$ cat config.mk
export PLATFORM = sky130hd
export DESIGN_NAME = gear_shifter_flat
export DESIGN_NICKNAME = d
export VERILOG_FILES = /design/src/rtl/gear_shifter_if.sv /design/src/rtl/gear_shifter.sv /design/src/flat_wrapper.sv
export SDC_FILE = /design/constraint.sdc
export NUM_CORES = 1
export LEC_CHECK = 0
export ABC_AREA = 1
export CORE_MARGIN = 5
export CORE_UTILIZATION = 50
export DETAILED_ROUTE_END_ITERATION = 10
export GPL_TIMING_DRIVEN = 0
export PLACE_DENSITY = 0.7
export SETUP_SLACK_MARGIN = 0.05
export SYNTH_ARGS = -nofsm -noshare
export SYNTH_HDL_FRONTEND = slang
export SYNTH_SLANG_ARGS = --single-unit
$ cat constraint.sdc
create_clock -name clk -period 4.6 [get_ports clk]
set_clock_uncertainty 0.1 [all_clocks]
set_input_delay 1.38 -clock clk [delete_from_list [all_inputs] [get_ports clk]]
set_output_delay 1.38 -clock clk [all_outputs]
set_load 0.005 [all_outputs]
$ cat src/rtl/gear_shifter_if.sv
// Gear request / engaged-gear status bundle between the gear selector side and gear_shifter.
// The master drives the request; the slave (gear_shifter) drives the status.
interface gear_shifter_if;
  logic [2:0] gear_req;
  logic [2:0] gear_cur;
  logic [5:0] gear_led;
  logic       shifting;
  logic       shift_up;
  logic       shift_done;

  modport master (
    output gear_req,
    input  gear_cur,
    input  gear_led,
    input  shifting,
    input  shift_up,
    input  shift_done
  );

  modport slave (
    input  gear_req,
    output gear_cur,
    output gear_led,
    output shifting,
    output shift_up,
    output shift_done
  );
endinterface

$ cat src/rtl/gear_shifter.sv
// Walks the engaged gear one step at a time toward the requested gear, with a fixed dwell per step.
// Optional macro GEAR_SHIFT_BLINK_EN blinks the target-gear LED while a step is in progress.
module gear_shifter #(
  parameter int unsigned SHIFT_CYCLES = 50_000_000,
  parameter int unsigned BLINK_CYCLES = 12_500_000
) (
  input logic           clk,
  input logic           rst,
  gear_shifter_if.slave bus
);

  localparam int unsigned    DW         = $clog2(SHIFT_CYCLES + 1);
  localparam logic [DW-1:0]  DWELL_LOAD = DW'(SHIFT_CYCLES - 1);

  typedef enum logic {
    S_IDLE  = 1'b0,
    S_SHIFT = 1'b1
  } state_e;

  state_e        state_q, state_d;
  logic [2:0]    gear_q, gear_d;
  logic [2:0]    target_q, target_d;
  logic [DW-1:0] dwell_q, dwell_d;
  logic          up_q, up_d;
  logic          done_q, done_d;

  logic [2:0]    req_eff;
  logic          start_step;
  logic          target_lit;
  logic [5:0]    led_vec;

  // Request 7 has no gear behind it; treat it as top gear.
  assign req_eff    = (bus.gear_req == 3'd7) ? 3'd6 : bus.gear_req;
  assign start_step = (state_q == S_IDLE) && (req_eff != gear_q);

  always_ff @(posedge clk) begin
    if (rst) begin
      state_q  <= S_IDLE;
      gear_q   <= 3'd0;
      target_q <= 3'd0;
      dwell_q  <= '0;
      up_q     <= 1'b0;
      done_q   <= 1'b0;
    end else begin
      state_q  <= state_d;
      gear_q   <= gear_d;
      target_q <= target_d;
      dwell_q  <= dwell_d;
      up_q     <= up_d;
      done_q   <= done_d;
    end
  end

  always_comb begin
    state_d  = state_q;
    gear_d   = gear_q;
    target_d = target_q;
    dwell_d  = dwell_q;
    up_d     = up_q;
    done_d   = 1'b0;
    unique case (state_q)
      S_IDLE: begin
        if (start_step) begin
          state_d  = S_SHIFT;
          up_d     = (req_eff > gear_q);
          target_d = (req_eff > gear_q) ? (gear_q + 3'd1) : (gear_q - 3'd1);
          dwell_d  = DWELL_LOAD;
        end
      end
      S_SHIFT: begin
        // The request is not looked at here, so a step can never be reversed mid-dwell.
        if (dwell_q != '0) begin
          dwell_d = dwell_q - DW'(1);
        end else begin
          gear_d  = target_q;
          done_d  = 1'b1;
          state_d = S_IDLE;
        end
      end
      default: state_d = S_IDLE;
    endcase
  end

`ifdef GEAR_SHIFT_BLINK_EN
  localparam int unsigned   BW         = $clog2(BLINK_CYCLES + 1);
  localparam logic [BW-1:0] BLINK_LAST = BW'(BLINK_CYCLES - 1);

  logic [BW-1:0] blink_cnt_q, blink_cnt_d;
  logic          blink_ph_q, blink_ph_d;

  always_comb begin
    blink_cnt_d = blink_cnt_q;
    blink_ph_d  = blink_ph_q;
    if (start_step) begin
      blink_cnt_d = '0;
      blink_ph_d  = 1'b1;
    end else if ((state_q == S_SHIFT) && (dwell_q != '0)) begin
      if (blink_cnt_q == BLINK_LAST) begin
        blink_cnt_d = '0;
        blink_ph_d  = ~blink_ph_q;
      end else begin
        blink_cnt_d = blink_cnt_q + BW'(1);
      end
    end
  end

  always_ff @(posedge clk) begin
    if (rst) begin
      blink_cnt_q <= '0;
      blink_ph_q  <= 1'b0;
    end else begin
      blink_cnt_q <= blink_cnt_d;
      blink_ph_q  <= blink_ph_d;
    end
  end

  assign target_lit = (state_q == S_SHIFT) && blink_ph_q;
`else
  assign target_lit = 1'b0;
`endif

  // Bit gi lights for gear gi+1; gear 0 (neutral) has no LED.
  for (genvar gi = 0; gi < 6; gi++) begin : g_led
    assign led_vec[gi] = (gear_q == 3'(gi + 1)) || (target_lit && (target_q == 3'(gi + 1)));
  end

  always_comb begin
    bus.gear_cur   = gear_q;
    bus.gear_led   = led_vec;
    bus.shifting   = (state_q == S_SHIFT);
    bus.shift_up   = up_q;
    bus.shift_done = done_q;
  end

endmodule

$ cat src/flat_wrapper.sv
// flat-port wrapper written by rule: the top's interface ports become plain ports
module gear_shifter_flat 
#(
  parameter int unsigned SHIFT_CYCLES = 50_000_000,
  parameter int unsigned BLINK_CYCLES = 12_500_000
)
  (clk, rst, bus_gear_req, bus_gear_cur, bus_gear_led, bus_shifting, bus_shift_up, bus_shift_done);
  gear_shifter_if bus_i ();
  input logic clk;
  input logic rst;
  input wire logic [$bits(bus_i.gear_req)-1:0] bus_gear_req;
  output wire logic [$bits(bus_i.gear_cur)-1:0] bus_gear_cur;
  output wire logic [$bits(bus_i.gear_led)-1:0] bus_gear_led;
  output wire logic [$bits(bus_i.shifting)-1:0] bus_shifting;
  output wire logic [$bits(bus_i.shift_up)-1:0] bus_shift_up;
  output wire logic [$bits(bus_i.shift_done)-1:0] bus_shift_done;
  assign bus_i.gear_req = bus_gear_req;
  assign bus_gear_cur = bus_i.gear_cur;
  assign bus_gear_led = bus_i.gear_led;
  assign bus_shifting = bus_i.shifting;
  assign bus_shift_up = bus_i.shift_up;
  assign bus_shift_done = bus_i.shift_done;
  gear_shifter #(.SHIFT_CYCLES(SHIFT_CYCLES), .BLINK_CYCLES(BLINK_CYCLES)) u_core (.clk(clk), .rst(rst), .bus(bus_i));
endmodule
==> metrics.md <==
| Metric | Value |
|---|---|
| Highest metal used | met4 |
| PortBufs | 16 |
| Met2 WL | 2740 microns |
| Row cnt | 24 |
| Setup Viol. Count Final | 0 |
| Post-synthesis async set-or-reset flop share | 0 |
| Initial antenna violation count | 0 |
| VDD IR max | 220 uV |
| Ys flop type | dfxtp_1 |
| Outcome | finished, final reports clean |
| Endpoint class of the critical path | register |
| Pwr Density | 345 nW/um^2 |
| Synth Area in Compound Gates | 0.0935 |
| EDFF count, synth | 0 |
| Ys Warns | 0 |
| Worst Path Max Fanout | 10 |
| Largest net degree at the start of global routing | 12 |
| HP Class | register to register |
| Final worst setup slack | 1.39 ns |
| Setup TNS Final | 0 ns |
| H-tree levels | 2 |
| Die height | 77.3 microns |
| Met3 wire len | 298 microns |
| CTS tree | built |
| IO Pins | 17 |
| Routed len/inst | 13.5 microns |
| Share of cells above drive strength 1 | 0.0814 |
| Post-Synth Simple-Gate Area | 0.420 |
| Reg2Reg Depth | 10 |
| Nets | 395 |
| DR vias/cell | 5.25 |
| Syn_nets | 372 |
| Layout area overhead | 15.2% |
| Post-detailed-route count of antenna-violating nets | 0 |
| Worst hold endpoint | u_core.bus.gear_cur[0] |
| Tcrit/Tclk final | 0.698 |
| Residual DRC count | 0 |
| Syn avg cell area | 6.34 sq um |
| Drt pass-1 iters | 4 |
| Post-synth top area cell | dfxtp_1 |
| Worst-path clk slew | 0.07 ns |
| Synth top area share | 0.310 |
| Seq. cell area | 701 sq um |
| Gp weighted congestion | 0.975 |
| CP required | 4.74 ns |
| Mapped Cells | 357 |
| Max Fclk | 312 MHz |
| Top cells by area, synth | dfxtp_1 (31%), nand2_1 (15%), nand3_1 (10%) |
| CP Data Arrival Time | 3.35 ns |
| Worst skew pair latency | 0.30 ns |
| Hold Crit Start | u_core.target_q[0] |
| Synth Area in XOR/XNOR | 0.0194 |
| Post-Route WL | 5860 microns |
| Post-CTS setup buffers | 0 |
| Root Driver | clkbuf_8 |
| Global-route wire length before repair | 9820 microns |
| Fin. max-slew vios | 0 |
| Routed via count | 2,275 |
| Longest Clk Path Bufs | 2 |
| Post-CTS Hold Buffers | 0 |
| Final Hold Violating Endpoints | 0 |
| # resized after CTS | 0 |
| Hold Slack | 0.354 ns |
| Initial DRC Count | 211 |
| Vias in the first global route | 2,069 |
| Total GRT Usage | 0.205 |
| R2R setup slack | 2.26 ns |
| Leakage | 1.19 nW |
| Clock sinks | 35 |
| Grt ovf | 0 |
| Post-Synth Adder-Cell Area | 0.0553 |
| Area of the mapped netlist | 2260 sq um |
| Post-placement setup slack | 1.11 ns |
| Die Area | 5970 sq um |
| Met1 wire length | 2730 microns |
| Final min period | 3.21 ns |
| Setup crit start kind | primary input |
| Post-synth top cells | nand2_1 (88), nor2_1 (53), nand3_1 (46) |
| ANT cells | 0 |
| Sequential share of the synthesized area | 0.310 |
| Die W | 77.3 microns |
| RR Startpoint | u_core.bus.gear_cur[2] |
| Mux contribution to synthesized area | 0 |
| Core area | 4380 sq um |
| RSZ-0062 raised after global routing | false |
| Count leader, synth | nand2_1 |
| Initial Util | 0.516 |
| Critical path class | primary input to register |
| Filler instances | 455 |
| Post-synthesis register bit count | 35 |
| HPWL after DPL | 4500 microns |
| Max_slew headroom | 0.620 |
| TritonCTS Buffers | 5 |
| Largest family of logic cells by synthesized area | simple AND/OR/NAND/NOR gates |
| WHS Path Cells | 2 |
| RR Endpoint | u_core.dwell_q[9] |
| Max_cap viols | 0 |
| Synth cell types | 31 |
| Least-Margin Pin Slew | 0.570 ns |
| Multi-input logic area | 1330 sq um |
-- registers in the layout, indices dropped and copies added, names as in the netlist --
signal,cells
u_core.dwell_q,26
u_core.bus.gear_cur,3
u_core.target_q,3
u_core.bus.shift_done,1
u_core.bus.shift_up,1
u_core.bus.shifting,1
-- cells by family (layout without fill, tap and decap cells) --
kind of cell | Yosys count | in the layout
buf+inv | 55 | 79
fa+ha+maj | 10 | 10
flops | 35 | 35
compound gates | 40 | 40
simple gates | 212 | 212
xor+xnor | 5 | 5
-- critical path: stages --
cell	delay, ns
clkdlybuf4s50_1	0.43
nand2_1	0.07
nand2_1	0.05
ha_1	0.27
nand3_1	0.10
nand2_1	0.22
clkbuf_1	0.48
nand2_1	0.09
o21ai_1	0.10
inv_1	0.05
nor2_1	0.09
-- per-stage QoR --
stage / instances / utilization / power (W) / instance area (sq um)
5_1_grt: 433 / 0.594 / 0.000955 / 2610
6_report: 433 / 0.594 / 0.000898 / 2610
3_3_place_gp: 425 / 0.567 / 0.000602 / 2490
2_1_floorplan: 357 / - / 0.000542 / 2260
3_5_place_dp: 425 / 0.567 / 0.000605 / 2490
4_1_cts: 433 / 0.594 / 0.000900 / 2610
-- cells in the final DEF, fill, tap and decap left out --
cell / count
clkbuf_8: 6
dfxtp_1: 35
o22ai_1: 2
or2_2: 1
clkbuf_1: 6
bufinv_16: 1
nand2_8: 1
nor2_4: 1
nand2_1: 88
nor3b_1: 1
nor2_2: 3
buf_6: 3
nand4_1: 8
o21bai_1: 1
nand3_2: 2
nand2_4: 2
clkdlybuf4s50_1: 16
nor3_1: 3
xnor2_1: 1
nand3_1: 46
clkinv_2: 1
ha_1: 10
a21boi_0: 1
o21ai_0: 10
inv_2: 6
buf_1: 1
nand2_2: 2
o21ai_1: 2
a22o_1: 1
a21oi_1: 23
xor2_1: 4
buf_2: 2
nor2_1: 53
and2_1: 1
inv_1: 37
-- metal layers --
| layer | vias up | GRT usage |
|---|---|---|
| met5 | - | 0 |
| met4 | 0 | 0.0636 |
| met3 | 8 | 0.0363 |
| met2 | 45 | 0.337 |
| met1 | 1035 | 0.271 |
| li1 | 1187 | - |
-- where the power goes --
part	leakage [nW]	internal (W)	total [W]	switching, W
clock network	0.0612	0.000175	0.000297	0.000121
registers	0.289	0.000331	0.000358	0.0000273
logic	0.845	0.0000827	0.000243	0.000161
-- area by class of cell --
cell class,instances,area share
Multi-Input combinational cell,267,0.511
Sequential cell,35,0.269
Inverter,43,0.0620
Timing Repair Buffer,16,0.0615
Clock buffer,6,0.0317
Buffer,12,0.0269
Tap cell,52,0.0250
Clock inverter,2,0.0134
-- how the worst max path moves through the flow --
stage               slack (ns)            endpoint            start
global placement          1.11  u_core.dwell_q[11]  bus_gear_req[1]
detailed placement        1.11  u_core.dwell_q[23]  bus_gear_req[1]
CTS                       1.40   u_core.dwell_q[9]  bus_gear_req[1]
global route              1.20  u_core.dwell_q[11]  bus_gear_req[2]
floorplan                 1.91  u_core.dwell_q[11]  bus_gear_req[2]
finish                    1.39   u_core.dwell_q[9]  bus_gear_req[1]
Power figures use the tool's default switching activity.
